==> src/rtl/axi4_arb_pkg.sv <==
// Shared types and helpers for the 2:1 AXI4 ID arbiter.
// The source index rides in the extra slave-side ID bit.
package axi4_arb_pkg;

    localparam int IN_ID_W  = 3;
    localparam int OUT_ID_W = IN_ID_W + 1;
    localparam int SRC_BIT  = IN_ID_W;

    typedef struct packed {
        logic [7:0] len;
        logic [2:0] size;
        logic [1:0] burst;
        logic       lock;
        logic [3:0] cache;
        logic [2:0] prot;
        logic [3:0] qos;
    } ax_attr_t;

    typedef struct packed {
        logic       src;
        logic [IN_ID_W-1:0] id;
    } rsp_route_t;

    // Tie-break favours ptr; a lone requester always wins.
    function automatic logic rr_pick(
        input logic v0,
        input logic v1,
        input logic ptr
    );
        if (v0 && v1) begin
            return ptr;
        end
        return v1;
    endfunction

    function automatic ax_attr_t pack_attr(
        input logic [7:0] len,
        input logic [2:0] size,
        input logic [1:0] burst,
        input logic       lock,
        input logic [3:0] cache,
        input logic [2:0] prot,
        input logic [3:0] qos
    );
        ax_attr_t a;
        a.len   = len;
        a.size  = size;
        a.burst = burst;
        a.lock  = lock;
        a.cache = cache;
        a.prot  = prot;
        a.qos   = qos;
        return a;
    endfunction

endpackage

==> src/rtl/axi4_wsel_fifo.sv <==
// Write-order FIFO of 1-bit source indices.
// The head names the master that currently owns the W channel.
module axi4_wsel_fifo #(
    parameter int DEPTH = 4
) (
    input  logic clock,
    input  logic reset,
    input  logic push,
    input  logic din,
    input  logic pop,
    output logic full,
    output logic empty,
    output logic head
);

    localparam int PW = $clog2(DEPTH);

    logic [DEPTH-1:0] mem;
    logic [PW-1:0]    wr_ptr;
    logic [PW-1:0]    rd_ptr;
    logic [PW:0]      count;
    logic             do_push;
    logic             do_pop;

    assign full    = (count == (PW+1)'(DEPTH));
    assign empty   = (count == '0);
    assign head    = mem[rd_ptr];
    assign do_push = push && !full;
    assign do_pop  = pop && !empty;

    always_ff @(posedge clock or posedge reset) begin
        if (reset) begin
            mem    <= '0;
            wr_ptr <= '0;
            rd_ptr <= '0;
            count  <= '0;
        end else begin
            if (do_push) begin
                mem[wr_ptr] <= din;
                wr_ptr      <= wr_ptr + PW'(1);
            end
            if (do_pop) begin
                rd_ptr <= rd_ptr + PW'(1);
            end
            case ({do_push, do_pop})
                2'b10:   count <= count + (PW+1)'(1);
                2'b01:   count <= count - (PW+1)'(1);
                default: count <= count;
            endcase
        end
    end

endmodule

==> src/rtl/axi4_id_arbiter_2to1.sv <==
// Two AXI4 masters onto one slave; ID MSB carries the source index.
// Zero-latency muxing with locked round-robin grants on AR and AW.
module axi4_id_arbiter_2to1
    import axi4_arb_pkg::*;
#(
    parameter int ADDR_W   = 31,
    parameter int DATA_W   = 64,
    parameter int IN_ID_W  = axi4_arb_pkg::IN_ID_W,
    parameter int WQ_DEPTH = 4
) (
    input  logic                clock,
    input  logic                reset,
    input  logic                in0_awvalid,
    output logic                in0_awready,
    input  logic [IN_ID_W-1:0]  in0_awid,
    input  logic [ADDR_W-1:0]   in0_awaddr,
    input  logic [7:0]          in0_awlen,
    input  logic [2:0]          in0_awsize,
    input  logic [1:0]          in0_awburst,
    input  logic                in0_awlock,
    input  logic [3:0]          in0_awcache,
    input  logic [2:0]          in0_awprot,
    input  logic [3:0]          in0_awqos,
    input  logic                in0_wvalid,
    output logic                in0_wready,
    input  logic [DATA_W-1:0]   in0_wdata,
    input  logic [DATA_W/8-1:0] in0_wstrb,
    input  logic                in0_wlast,
    output logic                in0_bvalid,
    input  logic                in0_bready,
    output logic [IN_ID_W-1:0]  in0_bid,
    input  logic                in0_arvalid,
    output logic                in0_arready,
    input  logic [IN_ID_W-1:0]  in0_arid,
    input  logic [ADDR_W-1:0]   in0_araddr,
    input  logic [7:0]          in0_arlen,
    input  logic [2:0]          in0_arsize,
    input  logic [1:0]          in0_arburst,
    input  logic                in0_arlock,
    input  logic [3:0]          in0_arcache,
    input  logic [2:0]          in0_arprot,
    input  logic [3:0]          in0_arqos,
    output logic                in0_rvalid,
    input  logic                in0_rready,
    output logic [IN_ID_W-1:0]  in0_rid,
    output logic [DATA_W-1:0]   in0_rdata,
    output logic                in0_rlast,
    input  logic                in1_awvalid,
    output logic                in1_awready,
    input  logic [IN_ID_W-1:0]  in1_awid,
    input  logic [ADDR_W-1:0]   in1_awaddr,
    input  logic [7:0]          in1_awlen,
    input  logic [2:0]          in1_awsize,
    input  logic [1:0]          in1_awburst,
    input  logic                in1_awlock,
    input  logic [3:0]          in1_awcache,
    input  logic [2:0]          in1_awprot,
    input  logic [3:0]          in1_awqos,
    input  logic                in1_wvalid,
    output logic                in1_wready,
    input  logic [DATA_W-1:0]   in1_wdata,
    input  logic [DATA_W/8-1:0] in1_wstrb,
    input  logic                in1_wlast,
    output logic                in1_bvalid,
    input  logic                in1_bready,
    output logic [IN_ID_W-1:0]  in1_bid,
    input  logic                in1_arvalid,
    output logic                in1_arready,
    input  logic [IN_ID_W-1:0]  in1_arid,
    input  logic [ADDR_W-1:0]   in1_araddr,
    input  logic [7:0]          in1_arlen,
    input  logic [2:0]          in1_arsize,
    input  logic [1:0]          in1_arburst,
    input  logic                in1_arlock,
    input  logic [3:0]          in1_arcache,
    input  logic [2:0]          in1_arprot,
    input  logic [3:0]          in1_arqos,
    output logic                in1_rvalid,
    input  logic                in1_rready,
    output logic [IN_ID_W-1:0]  in1_rid,
    output logic [DATA_W-1:0]   in1_rdata,
    output logic                in1_rlast,
    output logic                out_awvalid,
    input  logic                out_awready,
    output logic [IN_ID_W:0]    out_awid,
    output logic [ADDR_W-1:0]   out_awaddr,
    output logic [7:0]          out_awlen,
    output logic [2:0]          out_awsize,
    output logic [1:0]          out_awburst,
    output logic                out_awlock,
    output logic [3:0]          out_awcache,
    output logic [2:0]          out_awprot,
    output logic [3:0]          out_awqos,
    output logic                out_wvalid,
    input  logic                out_wready,
    output logic [DATA_W-1:0]   out_wdata,
    output logic [DATA_W/8-1:0] out_wstrb,
    output logic                out_wlast,
    input  logic                out_bvalid,
    output logic                out_bready,
    input  logic [IN_ID_W:0]    out_bid,
    output logic                out_arvalid,
    input  logic                out_arready,
    output logic [IN_ID_W:0]    out_arid,
    output logic [ADDR_W-1:0]   out_araddr,
    output logic [7:0]          out_arlen,
    output logic [2:0]          out_arsize,
    output logic [1:0]          out_arburst,
    output logic                out_arlock,
    output logic [3:0]          out_arcache,
    output logic [2:0]          out_arprot,
    output logic [3:0]          out_arqos,
    input  logic                out_rvalid,
    output logic                out_rready,
    input  logic [IN_ID_W:0]    out_rid,
    input  logic [DATA_W-1:0]   out_rdata,
    input  logic                out_rlast
);

    localparam int SRC = IN_ID_W;

    logic     ar_ptr, ar_lock, ar_lock_src, ar_src, ar_req;
    logic     aw_ptr, aw_lock, aw_lock_src, aw_src, aw_req;
    logic     wq_full, wq_empty, wq_head, wq_push, wq_pop;
    logic     b_src, r_src;
    ax_attr_t ar_attr0, ar_attr1, aw_attr0, aw_attr1;

    // ---------------- AR ----------------
    assign ar_attr0 = pack_attr(in0_arlen, in0_arsize, in0_arburst,
                                in0_arlock, in0_arcache, in0_arprot,
                                in0_arqos);
    assign ar_attr1 = pack_attr(in1_arlen, in1_arsize, in1_arburst,
                                in1_arlock, in1_arcache, in1_arprot,
                                in1_arqos);

    assign ar_src = ar_lock ? ar_lock_src
                            : rr_pick(in0_arvalid, in1_arvalid, ar_ptr);
    assign ar_req = ar_src ? in1_arvalid : in0_arvalid;

    assign out_arvalid = !reset && ar_req;
    assign in0_arready = !reset && !ar_src && out_arready;
    assign in1_arready = !reset && ar_src && out_arready;
    assign out_arid    = {ar_src, ar_src ? in1_arid : in0_arid};
    assign out_araddr  = ar_src ? in1_araddr : in0_araddr;
    assign {out_arlen, out_arsize, out_arburst, out_arlock,
            out_arcache, out_arprot, out_arqos} =
           ar_src ? ar_attr1 : ar_attr0;

    // ---------------- AW ----------------
    assign aw_attr0 = pack_attr(in0_awlen, in0_awsize, in0_awburst,
                                in0_awlock, in0_awcache, in0_awprot,
                                in0_awqos);
    assign aw_attr1 = pack_attr(in1_awlen, in1_awsize, in1_awburst,
                                in1_awlock, in1_awcache, in1_awprot,
                                in1_awqos);

    assign aw_src = aw_lock ? aw_lock_src
                            : rr_pick(in0_awvalid, in1_awvalid, aw_ptr);
    assign aw_req = aw_src ? in1_awvalid : in0_awvalid;

    // A full write-order FIFO must also hide ready from the master.
    assign out_awvalid = !reset && aw_req && !wq_full;
    assign in0_awready = !reset && !aw_src && !wq_full && out_awready;
    assign in1_awready = !reset && aw_src && !wq_full && out_awready;
    assign out_awid    = {aw_src, aw_src ? in1_awid : in0_awid};
    assign out_awaddr  = aw_src ? in1_awaddr : in0_awaddr;
    assign {out_awlen, out_awsize, out_awburst, out_awlock,
            out_awcache, out_awprot, out_awqos} =
           aw_src ? aw_attr1 : aw_attr0;

    always_ff @(posedge clock or posedge reset) begin
        if (reset) begin
            ar_ptr      <= 1'b0;
            ar_lock     <= 1'b0;
            ar_lock_src <= 1'b0;
            aw_ptr      <= 1'b0;
            aw_lock     <= 1'b0;
            aw_lock_src <= 1'b0;
        end else begin
            ar_lock     <= out_arvalid && !out_arready;
            ar_lock_src <= ar_src;
            if (out_arvalid && out_arready) begin
                ar_ptr <= !ar_src;
            end
            aw_lock     <= out_awvalid && !out_awready;
            aw_lock_src <= aw_src;
            if (out_awvalid && out_awready) begin
                aw_ptr <= !aw_src;
            end
        end
    end

    // ---------------- W ----------------
    assign wq_push = out_awvalid && out_awready;
    assign wq_pop  = out_wvalid && out_wready && out_wlast;

    axi4_wsel_fifo #(
        .DEPTH (WQ_DEPTH)
    ) u_wq (
        .clock (clock),
        .reset (reset),
        .push  (wq_push),
        .din   (aw_src),
        .pop   (wq_pop),
        .full  (wq_full),
        .empty (wq_empty),
        .head  (wq_head)
    );

    assign out_wvalid = !reset && !wq_empty &&
                        (wq_head ? in1_wvalid : in0_wvalid);
    assign in0_wready = !reset && !wq_empty && !wq_head && out_wready;
    assign in1_wready = !reset && !wq_empty && wq_head && out_wready;
    assign out_wdata  = wq_head ? in1_wdata : in0_wdata;
    assign out_wstrb  = wq_head ? in1_wstrb : in0_wstrb;
    assign out_wlast  = wq_head ? in1_wlast : in0_wlast;

    // ---------------- B / R ----------------
    assign b_src = out_bid[SRC];
    assign r_src = out_rid[SRC];

    assign in0_bvalid = !reset && out_bvalid && !b_src;
    assign in1_bvalid = !reset && out_bvalid && b_src;
    assign in0_bid    = out_bid[SRC-1:0];
    assign in1_bid    = out_bid[SRC-1:0];
    assign out_bready = !reset && (b_src ? in1_bready : in0_bready);

    assign in0_rvalid = !reset && out_rvalid && !r_src;
    assign in1_rvalid = !reset && out_rvalid && r_src;
    assign in0_rid    = out_rid[SRC-1:0];
    assign in1_rid    = out_rid[SRC-1:0];
    assign in0_rdata  = out_rdata;
    assign in1_rdata  = out_rdata;
    assign in0_rlast  = out_rlast;
    assign in1_rlast  = out_rlast;
    assign out_rready = !reset && (r_src ? in1_rready : in0_rready);

endmodule

==> config.mk <==
export PLATFORM = sky130hd
export DESIGN_NAME = axi4_id_arbiter_2to1
export DESIGN_NICKNAME = d
export VERILOG_FILES = /design/src/rtl/axi4_arb_pkg.sv /design/src/rtl/axi4_wsel_fifo.sv /design/src/rtl/axi4_id_arbiter_2to1.sv
export SDC_FILE = /design/constraint.sdc
export NUM_CORES = 1
export LEC_CHECK = 0
export BUFFER_PORTS_ARGS = -buffer_cell sky130_fd_sc_hd__buf_2
export CAP_MARGIN = 20
export CORE_AREA = 3 3 322 324
export DETAILED_ROUTE_END_ITERATION = 7
export DIE_AREA = 0 0 325 327
export GPL_TIMING_DRIVEN = 0
export SLEW_MARGIN = 20
export SYNTH_ARGS = -nofsm -noshare
export SYNTH_HDL_FRONTEND = slang
export SYNTH_SLANG_ARGS = --single-unit
==> constraint.sdc <==
create_clock -name clock -period 2.5 [get_ports clock]
set_input_delay 0.5 -clock clock [delete_from_list [all_inputs] [get_ports clock]]
set_output_delay 0.5 -clock clock [all_outputs]
set_load 0.02 [all_outputs]
==> results of run 1 <==
[worst max-delay path by stage]
stage | startpoint | end | depth (start not counted)
2_1_floorplan | u_wq.rd_ptr[0] | u_wq.count[2] | 9
3_3_place_gp | in0_awvalid | out_awlen[4] | 6
3_5_place_dp | in0_awvalid | out_awlen[4] | 6
4_1_cts | u_wq.rd_ptr[0] | u_wq.count[2] | 9
5_1_grt | u_wq.rd_ptr[0] | u_wq.count[2] | 9
6_report | u_wq.rd_ptr[0] | out_wdata[24] | 6
[what timing repair did]
item | 4_1_cts | 5_1_grt
pin swaps | 7 | 7
hold buffers | 0 | 0
setup buffers | 14 | 11
gates resized for setup | 124 | 99
gates cloned | 4 | 3
setup endpoints to repair | 205 | 132
[where the power goes]
group	leakage, nW	internal (mW)	switching [mW]
clock	0.0382	0.217	0.108
combinational	5.23	4.10	4.76
sequential	0.200	0.387	0.0881
[cell families (layout without fill, tap and decap cells)]
family                   after synthesis  in the layout  synth area share (%)
AO/OA/AOI/OAI                         19             19                  3.17
adder cells (fa/ha/maj)                6              6                  1.90
AND/OR/NAND/NOR                       37             38                  4.55
buffers and inverters                177            959                  28.0
other                                  0             10                     0
flip-flops                            17             17                  9.79
multiplexers                         198            198                  51.4
XOR/XNOR                               6              6                  1.21
[sequential cells by signal, summed over array words and instances, names as in the netlist]
signal       cells
u_wq.wr_ptr      2
ar_ptr           1
u_wq.mem         4
u_wq.count       3
u_wq.rd_ptr      2
aw_ptr           1
ar_lock          1
aw_lock_src      1
ar_lock_src      1
aw_lock          1
[worst reg2reg max path, cell delays in order, from the launching register on]
cell and delay [ns]:
dfrtp_1 0.36, mux4_2 0.59, or4b_4 0.54, nand2_4 0.10, ha_4 0.13, inv_2 0.04, fa_2 0.33, xor2_1 0.15
nor2_1 0.15, xor2_1 0.15
[placed cells by master (no fill, tap or decap), types with 4 or more instances in the layout]
master     count
mux2_2       175
mux2_1         6
a41oi_1        4
a31oi_1        4
buf_8          6
mux2i_1        6
clkbuf_16     10
diode_2       10
xor2_1         4
inv_1          9
buf_2        695
nand2_1        5
ha_1           4
buf_4        174
buf_6         47
dfrtp_1       17
buf_12         9
nor2_1         8
mux2_4        10
[routing by layer]
layer  up-vias  GRT usage [%]  part of all wire [%]
met5         -              0                  0.14
li1       3056              -                     -
met1      2968           12.0                    44
met3        57           5.36                    12
met2       470           13.7                    42
met4        10           1.77                   1.8
[Yosys cell counts]
cell type and instances:
mux2_2 185, buf_4 144, dfrtp_1 17, clkbuf_1 12, inv_1 11, buf_2 10
nor2_1 9, nand2_1 8, mux2_1 6, mux2i_1 6, ha_1 5, a31oi_1 4
a41oi_1 4, and3_1 4, xor2_1 4, a21oi_1 3, and2_1 3, nor3_1 3
nor3b_1 3, nor2b_1 2, o21ai_0 2, xnor2_1 2, a211o_1 1, a211oi_1 1
a21boi_0 1, a21boi_1 1, a2bb2oi_1 1, and3b_1 1, fa_1 1, mux4_2 1
nand3_1 1, nand3b_1 1, nand4b_1 1, o31ai_2 1, or4b_1 1
[layout make-up]
cell class              instances  share of cell area, %
diodes                         10                  0.228
clock buffers                   4                  0.718
inverters                      11                  0.410
well taps                    1368                   15.6
flip-flops and latches         17                   3.87
repair buffers                781                   40.8
multi-input cells             267                   25.9
plain buffers                 163                   12.5
[through the flow]
step                worst slack, ns  cells
floorplan                   -0.0421    460
global placement              -1.58   2578
detailed placement            -1.16   2578
CTS                          -0.175   2599
global route                 -0.221   2615
finish                       -0.151   2621
==> results.txt, run 1 <==
status = finished with violations
failing checks = setup timing
Initial Util = 4.28%
CP endpoint kind = primary output
Total GRT Usage = 9.38%
Synth Register Bits = 17
area leader, netlist = mux2_2
setup TNS = -5.80 ns
clock tree buffer depth = 2
final wirelength = 53.1 mm
power per cell area = 880 mW/mm²
die height = 327 µm
routability cong. = 0.924
vias in the first global route = 6688
die area = 0.106 mm²
Root Buffer = clkbuf_16
part of the Yosys area used for sequential elements = 9.79%
latest clock arrival within the worst-skew pair = 0.25 ns
Crit Reg-Reg Endpoint = u_wq.count[2]
Post-Synthesis Cell Area = 0.00435 mm²
fin util = 10.8%
final instance area = 0.0110 mm²
Syn Inst Count = 460
drt wl/cell = 20.3 µm
LEAKAGE = 5.47 nW
largest net degree at the start of global routing = 12
Crit Path Class = flip-flop to primary output
first-pass GRT wire length = 64.8 mm
Mapped Nets = 938
Tcrit/Tclk final = 106%
Max Clock Skew = 0.00153 ns
post-synth top area share = 47.9%
R2R Setup Slk = -0.09 ns
Min Hold Slack = 0.452 ns
Max-cap violations = 0
Final Slew Violations = 0
hold endpoint = ar_lock
VDD IR-drop max = 0.000552 V
fmax = 377 MHz
area of the multi-input gates = 0.00285 mm²
Area Growth Syn to Fin = 153%
Clock Pin Slew Worst Setup and Hold Paths = 0.05 ns
relative slew slack = 64.9%
min-delay src = out_arready
die extent in x = 325 µm
initial antenna violation count = 22
Required @ worst endpoint = 2.00 ns
fraction of final layout cells sized beyond drive strength 1 = 92.4%
Yosys cell types = 35
final setup vio count = 97
Final min period = 2.65 ns
CP peak stage delay = 0.59 ns
Sequential Area = 425 µm²
critical path's top delay family = multiplexers
Critical R2R Launch = u_wq.rd_ptr[0]
endpoints failing hold = 0
ANT nets after route = 0
FF-to-FF path depth = 9
post-DP HPWL = 48.8 mm
arrival time at the worst endpoint = 2.15 ns
post-route worst setup slack = -0.151 ns
H-Tree Depth = 1
CP startpoint kind = flip-flop
RSZ-0062 raised after global routing = true
Num CTS Buffers = 3
hold depth = 2
I/O pin cnt = 822
DRC marker count from the first detailed-route iteration = 195
Congestion Overflow GR = 0
Filler Cell Count = 11800
top post-synthesis cells by area = mux2_2 (48%), buf_4 (25%), dfrtp_1 (9.8%)
Via-to-Cell Ratio = 2.50
critical-path cell list = mux4_2 -> buf_4 -> buf_8 -> buf_8 -> mux2_2 -> buf_4
CTS tree = done
critical path peak fanout = 5
core footprint = 0.101 mm²
Port Buffers = 750
highest-delay cell along the critical path = mux4_2
DR pass1 iterations = 4
DRC viols = 0
placed standard-cell area = 0.00982 mm²
Tot Pwr = 9.67 mW
post-synthesis area per instance = 9.45 µm²
CTS sink count = 17
Worst Path Buf+Inv = 4
synth warn = 0
vias = 6561
Slew @ Worst Pin = 0.527 ns
Worst Hold Class = input pin to flip-flop
row count = 117
Final Net Count = 1722
(Power assumes the default switching activity.)
==> run 2, diff against run 1 <==
--- a/config.mk
+++ b/config.mk
@@ -7,9 +7,9 @@
 export LEC_CHECK = 0
 export BUFFER_PORTS_ARGS = -buffer_cell sky130_fd_sc_hd__buf_2
 export CAP_MARGIN = 20
-export CORE_AREA = 3 3 322 324
+export CORE_AREA = 3 3 320 322
 export DETAILED_ROUTE_END_ITERATION = 7
-export DIE_AREA = 0 0 325 327
+export DIE_AREA = 0 0 323 325
 export GPL_TIMING_DRIVEN = 0
 export SLEW_MARGIN = 20
 export SYNTH_ARGS = -nofsm -noshare
==> constraint.sdc (replaced) <==
create_clock -name clock -period 3.35 [get_ports clock]
set_input_delay 0.67 -clock clock [delete_from_list [all_inputs] [get_ports clock]]
set_output_delay 0.67 -clock clock [all_outputs]
set_load 0.02 [all_outputs]
==> run 2 against run 1 <==
Effect of this change: non-clock buffer count shrank 26; routed wire length increased by 27%; critical path depth stayed put; the flow now finishes without violations; sequential cell count did not move; combinational power is 40% lower.
==> results.txt, run 2 (synthesis results as in run 1) <==
post-DP HPWL = 64.3 mm (+32%)
most frequent cells in the layout = buf_2 (759), mux2_2 (185), buf_4 (147)
final wirelength = 67.3 mm (+27%)
die area = 0.105 mm² (-1.2%)
fmax = 310 MHz
Root Buffer = clkbuf_16
commonest non-fill, non-tap cell in the layout = buf_2
clock tree buffer depth = 2 (unchanged)
status = complete, no violations
final cell count without fillers = 2539 (-3.1%)
Largest regs = u_wq.mem x4, u_wq.count x3
critical path peak fanout = 10 (+5)
Switching Fraction = 61.2% (+9.9 points)
die height = 325 µm (-0.61%)
R2R Setup Slk = 0.38 ns (+0.47 ns)
Clock Pin Slew Worst Setup and Hold Paths = 0.07 ns (+0.02 ns)
first-pass GRT wire length = 78.8 mm (+21%)
Crit Reg-Reg Endpoint = u_wq.count[2]
relative slew slack = 50.2% (-15 points)
Worst Hold Class = flip-flop to flip-flop
die extent in x = 323 µm (-0.62%)
Congestion Overflow GR = 0 (unchanged)
final instance area = 0.00991 mm² (-9.8%)
placed cells = 2508 (-2.7%)
setup TNS = 0 ns (+5.80 ns)
latest clock arrival within the worst-skew pair = 0.27 ns (+0.02 ns)
Required @ worst endpoint = 2.68 ns (+0.68 ns)
Int Pwr = 2.29 mW (-51%)
DR pass1 iterations = 4 (unchanged)
Slew @ Worst Pin = 0.743 ns (+0.216 ns)
Port Buffers = 750 (unchanged)
Biggest register = u_wq.mem
fraction of final layout cells sized beyond drive strength 1 = 90.9% (-1.5 points)
CP startpoint kind = input pin
ANT nets after route = 0 (unchanged)
min-delay src = u_wq.rd_ptr[1]
drt wl/cell = 26.5 µm (+31%)
Total GRT Usage = 12.0% (+2.7 points)
core footprint = 0.0999 mm² (-1.6%)
Crit Path Class = input pin to primary output
FF-to-FF path depth = 9 (unchanged)
Num CTS Buffers = 3 (unchanged)
Area Growth Syn to Fin = 128%
Min Hold Slack = 0.492 ns (+0.0398 ns)
Max Clock Skew = 0.0113 ns (+0.00980 ns)
placed standard-cell area = 0.00972 mm² (-0.96%)
hold endpoint = u_wq.rd_ptr[1]
Final min period = 3.23 ns
Via-to-Cell Ratio = 2.60 (+3.7%)
max reg flops = 4 (unchanged)
Critical R2R Launch = u_wq.rd_ptr[0]
I/O pin cnt = 822 (unchanged)
routability cong. = 0.862 (-6.7%)
Max-cap violations = 0 (unchanged)
Final Net Count = 1695 (-1.6%)
row count = 116 (-0.85%)
CTS sink count = 17 (unchanged)
arrival time at the worst endpoint = 2.56 ns (+0.41 ns)
Clk pwr share = 4.7% (+1.3 points)
Tcrit/Tclk final = 96.3%
initial antenna violation count = 60 (+170%)
P_sw = 3.62 mW (-27%)
CP endpoint kind = primary output
LEAKAGE = 5.02 nW (-8.3%)
hold depth = 1 (-1)
H-Tree Depth = 1 (unchanged)
VDD IR-drop max = 0.000547 V (-0.88%)
Final Slew Violations = 0 (unchanged)
Initial Util = 4.35% (+0.068 points)
vias = 6591 (+0.46%)
DRC viols = 0 (unchanged)
Worst Setup SP = in0_awvalid
final setup vio count = 0 (-100%)
endpoints failing hold = 0 (unchanged)
sequential share of power = 5.9% (+1.0 points)
largest net degree at the start of global routing = 20 (+8)
combinational cell fraction of total power = 89.3% (-2.4 points)
CTS tree = done
power per cell area = 596 mW/mm² (-32%)
DRC marker count from the first detailed-route iteration = 234 (+20%)
vias in the first global route = 6474 (-3.2%)
RSZ-0062 raised after global routing = false
==> run 2: power by group through the flow <==
stage	sequential, mW	combinational, mW	clock [mW]
5_1_grt	0.361	5.59	0.295
6_report	0.351	5.28	0.278
3_5_place_dp	0.354	5.42	0
3_3_place_gp	0.353	5.41	0
2_1_floorplan	0.337	2.84	0
4_1_cts	0.352	5.46	0.284
==> run 2: repair_timing <==
action | in CTS | in global routing
setup buffers | 0 | 2
setup endpoints to repair | 138 | 3
resized for setup | 9 | 3
hold buffers | 0 | 0
==> run 2: worst max path at each step <==
stage	slack (ns)	to
after floorplan	0.66	u_wq.count[2]
after global routing	0.01	out_awcache[1]
final	0.12	out_awcache[1]
after CTS	0.02	out_awaddr[3]
after global placement	-0.54	out_awlen[6]
after detailed placement	-0.57	out_awlen[6]
==> run 2: cell type report <==
type                       count  area (µm²)
fill                       11700       89900
timing repair buffer         752        3770
multi-input combinational    266        2720
tap                         1298        1620
buffer                       166        1190
sequential                    17         425
clock buffer                   3        75.1
antenna                       25        62.6
inverter                      11        45.0
clock inverter                 1        7.51
==> run 2: worst max-delay path, cell delays in order <==
cell and delay, ns:
buf_2 0.12, a211o_1 0.39, nand2_2 0.28, clkbuf_1 0.46, mux2_2 0.41, buf_2 0.20
==> run 2: routing by layer <==
| layer | GRT usage, % | vias up | part of all wire (%) |
|---|---|---|---|
| met4 | 0.971 | 22 | 1.4 |
| li1 | - | 3015 | - |
| met5 | 0 | - | 0.23 |
| met1 | 16.6 | 2963 | 46 |
| met2 | 18.9 | 505 | 43 |
| met3 | 3.99 | 86 | 9.4 |
==> run 2: metrics by stage <==
step	setup slack (ns)	power, mW	util (%)
floorplan	0.662	3.17	-
global placement	-0.542	5.76	9.74
detailed placement	-0.573	5.78	9.74
CTS	0.0212	6.10	9.84
global route	0.00966	6.24	9.89
finish	0.124	5.91	9.93
==> run 3, diff against run 2 <==
--- a/config.mk
+++ b/config.mk
@@ -11,6 +11,8 @@
 export DETAILED_ROUTE_END_ITERATION = 7
 export DIE_AREA = 0 0 323 325
 export GPL_TIMING_DRIVEN = 0
+export PLACE_DENSITY = 0.3
+export SETUP_SLACK_MARGIN = 0.5
 export SLEW_MARGIN = 20
 export SYNTH_ARGS = -nofsm -noshare
 export SYNTH_HDL_FRONTEND = slang
==> run 3 against run 2 <==
Effect of this change: non-clock buffer count rose by 8; clock skew fell by 0.0073 ns; global-route usage fell by 3.8 points; sequential power barely moved; routed wire length fell by 31%; maximum frequency rose by 14%; sequential share of layout area fell by 0.12 points; highest routed layer is now met4.
==> results.txt, run 3 (synthesis results as in run 1) <==
die extent in x = 323 µm (unchanged)
Worst Hold Class = flip-flop to flip-flop
I/O pin cnt = 822 (unchanged)
Num CTS Buffers = 3 (unchanged)
LEAKAGE = 5.17 nW (+3.1%)
Crit Path Class = flip-flop to primary output
Largest regs = u_wq.mem x4, u_wq.count x3
final wirelength = 46.4 mm (-31%)
setup TNS = 0 ns (unchanged)
Area Growth Syn to Fin = 135%
Initial Util = 4.35% (unchanged)
Root Buffer = clkbuf_16
vias in the first global route = 6462 (-0.19%)
critical-path cell list = mux4_2 -> buf_12 -> clkbuf_4 -> mux2_4 -> buf_2
RSZ-0062 raised after global routing = true
row count = 116 (unchanged)
post-DP HPWL = 43.8 mm (-32%)
Congestion Overflow GR = 0 (unchanged)
P_sw = 3.21 mW (-11%)
Required @ worst endpoint = 2.68 ns (about the same)
commonest non-fill, non-tap cell in the layout = buf_2
most frequent cells in the layout = buf_2 (740), mux2_2 (180), buf_4 (158)
first-pass GRT wire length = 57.7 mm (-27%)
DRC marker count from the first detailed-route iteration = 179 (-24%)
Switching Fraction = 54.8% (-6.4 points)
VDD IR-drop max = 0.000345 V (-37%)
sequential share of power = 6.0% (about the same)
CTS sink count = 17 (unchanged)
final setup vio count = 0 (unchanged)
final instance area = 0.0102 mm² (+2.9%)
fraction of final layout cells sized beyond drive strength 1 = 92.0% (+1.1 points)
Worst Path Buf+Inv = 3 (unchanged)
CTS tree = done
max reg flops = 4 (unchanged)
highest-delay cell along the critical path = mux4_2
relative slew slack = 68.0% (+18 points)
Final Slew Violations = 0 (unchanged)
arrival time at the worst endpoint = 2.16 ns (-0.40 ns)
die area = 0.105 mm² (unchanged)
Final min period = 2.83 ns (-0.397 ns)
routability cong. = 0.826 (-4.2%)
H-Tree Depth = 1 (unchanged)
Int Pwr = 2.65 mW (+16%)
Final Net Count = 1703 (+0.47%)
combinational cell fraction of total power = 89.1% (-0.2 points)
Slew @ Worst Pin = 0.479 ns (-0.264 ns)
CP peak stage delay = 0.54 ns (+0.08 ns)
Port Buffers = 750 (unchanged)
Tcrit/Tclk final = 84.5% (-12 points)
Filler Cell Count = 11700 (+0.068%)
critical path peak fanout = 10 (unchanged)
fmax = 353 MHz (+14%)
clock tree buffer depth = 2 (unchanged)
placed standard-cell area = 0.00973 mm² (about the same)
critical path's top delay family = multiplexers
DR pass1 iterations = 4 (unchanged)
Total GRT Usage = 8.20% (-3.8 points)
drt wl/cell = 18.4 µm (-31%)
power per cell area = 574 mW/mm² (-3.7%)
CP endpoint kind = primary output
DRC viols = 0 (unchanged)
ANT nets after route = 0 (unchanged)
Via-to-Cell Ratio = 2.47 (-4.7%)
Biggest register = u_wq.mem
core footprint = 0.0999 mm² (unchanged)
largest net degree at the start of global routing = 18 (-10%)
die height = 325 µm (unchanged)
Max-cap violations = 0 (unchanged)
endpoints failing hold = 0 (unchanged)
CP startpoint kind = flip-flop
initial antenna violation count = 21 (-65%)
Tot Pwr = 5.85 mW (-0.90%)
Clock Pin Slew Worst Setup and Hold Paths = 0.07 ns (about the same)
vias = 6246 (-5.2%)
Max Clock Skew = 0.00404 ns (-0.00730 ns)
Clk pwr share = 4.9% (+0.2 points)
fin util = 10.2% (+0.29 points)
latest clock arrival within the worst-skew pair = 0.28 ns (about the same)
status = complete, no violations
==> run 3: final timing paths <==
path | start | endpoint | slack [ns] | cells after the start
min in group asynchronous | reset | ar_lock_src | 0.98 | 4
setup / recovery | u_wq.rd_ptr[0] | out_wdata[18] | 0.52 | 5
hold / removal | u_wq.rd_ptr[1] | u_wq.rd_ptr[1] | 0.49 | 1
hold reg to reg | u_wq.rd_ptr[1] | u_wq.rd_ptr[1] | 0.49 | 1
max in group asynchronous | reset | u_wq.mem[3] | 2.11 | 4
setup reg to reg | u_wq.rd_ptr[0] | u_wq.count[2] | 0.56 | 10
==> run 3: cell type report <==
class	instances	area (µm²)	share of cell area, %
tap	1298	1620	15.9
buffer	166	1330	13.1
antenna	2	5.00	0.0491
multi-input combinational	266	2790	27.4
clock inverter	1	7.51	0.0736
clock buffer	3	75.1	0.736
sequential	17	425	4.17
timing repair buffer	760	3890	38.2
inverter	11	45.0	0.442
==> run 3: routing by layer <==
layer  share of wire (%)  global-route usage, %
met5                   0                      0
met4                0.72                  0.723
met3                 7.1                   1.79
met2                  52                   15.5
met1                  40                   9.66
==> run 3: timing repair <==
| item | 4_1_cts | 5_1_grt |
|---|---|---|
| cloned | 0 | 0 |
| hold buffers | 0 | 0 |
| gates resized for setup | 73 | 16 |
| buffers inserted | 9 | 0 |
| hold endpoints to repair | 0 | 0 |
| pin swaps | 7 | 1 |
| setup endpoints to repair | 204 | 84 |
==> run 3: metrics by stage <==
stage                     instances  hold slack (ns)  setup WS, ns
after floorplan                 460            0.450         0.662
after global placement         2508            0.479        -0.224
after detailed placement       2509            0.477        -0.181
after CTS                      2522            0.496         0.476
after global routing           2522            0.524         0.413
final                          2524            0.487         0.521
==> run 3: power by group through the flow <==
| stage | clock [mW] | combinational, mW | sequential, mW |
|---|---|---|---|
| after CTS | 0.312 | 5.28 | 0.353 |
| after global placement | 0 | 4.93 | 0.359 |
| after floorplan | 0 | 2.84 | 0.337 |
| after detailed placement | 0 | 4.90 | 0.358 |
| final | 0.287 | 5.21 | 0.353 |
| after global routing | 0.324 | 5.52 | 0.367 |
==> run 3: worst reg2reg max path, stage by stage, from the launching register on <==
cell,delay (ns)
dfrtp_1,0.37
mux4_2,0.54
buf_12,0.17
or4b_4,0.58
nand2_4,0.13
ha_4,0.14
inv_1,0.04
fa_2,0.33
xor2_1,0.14
nor2_1,0.12
xor2_1,0.15
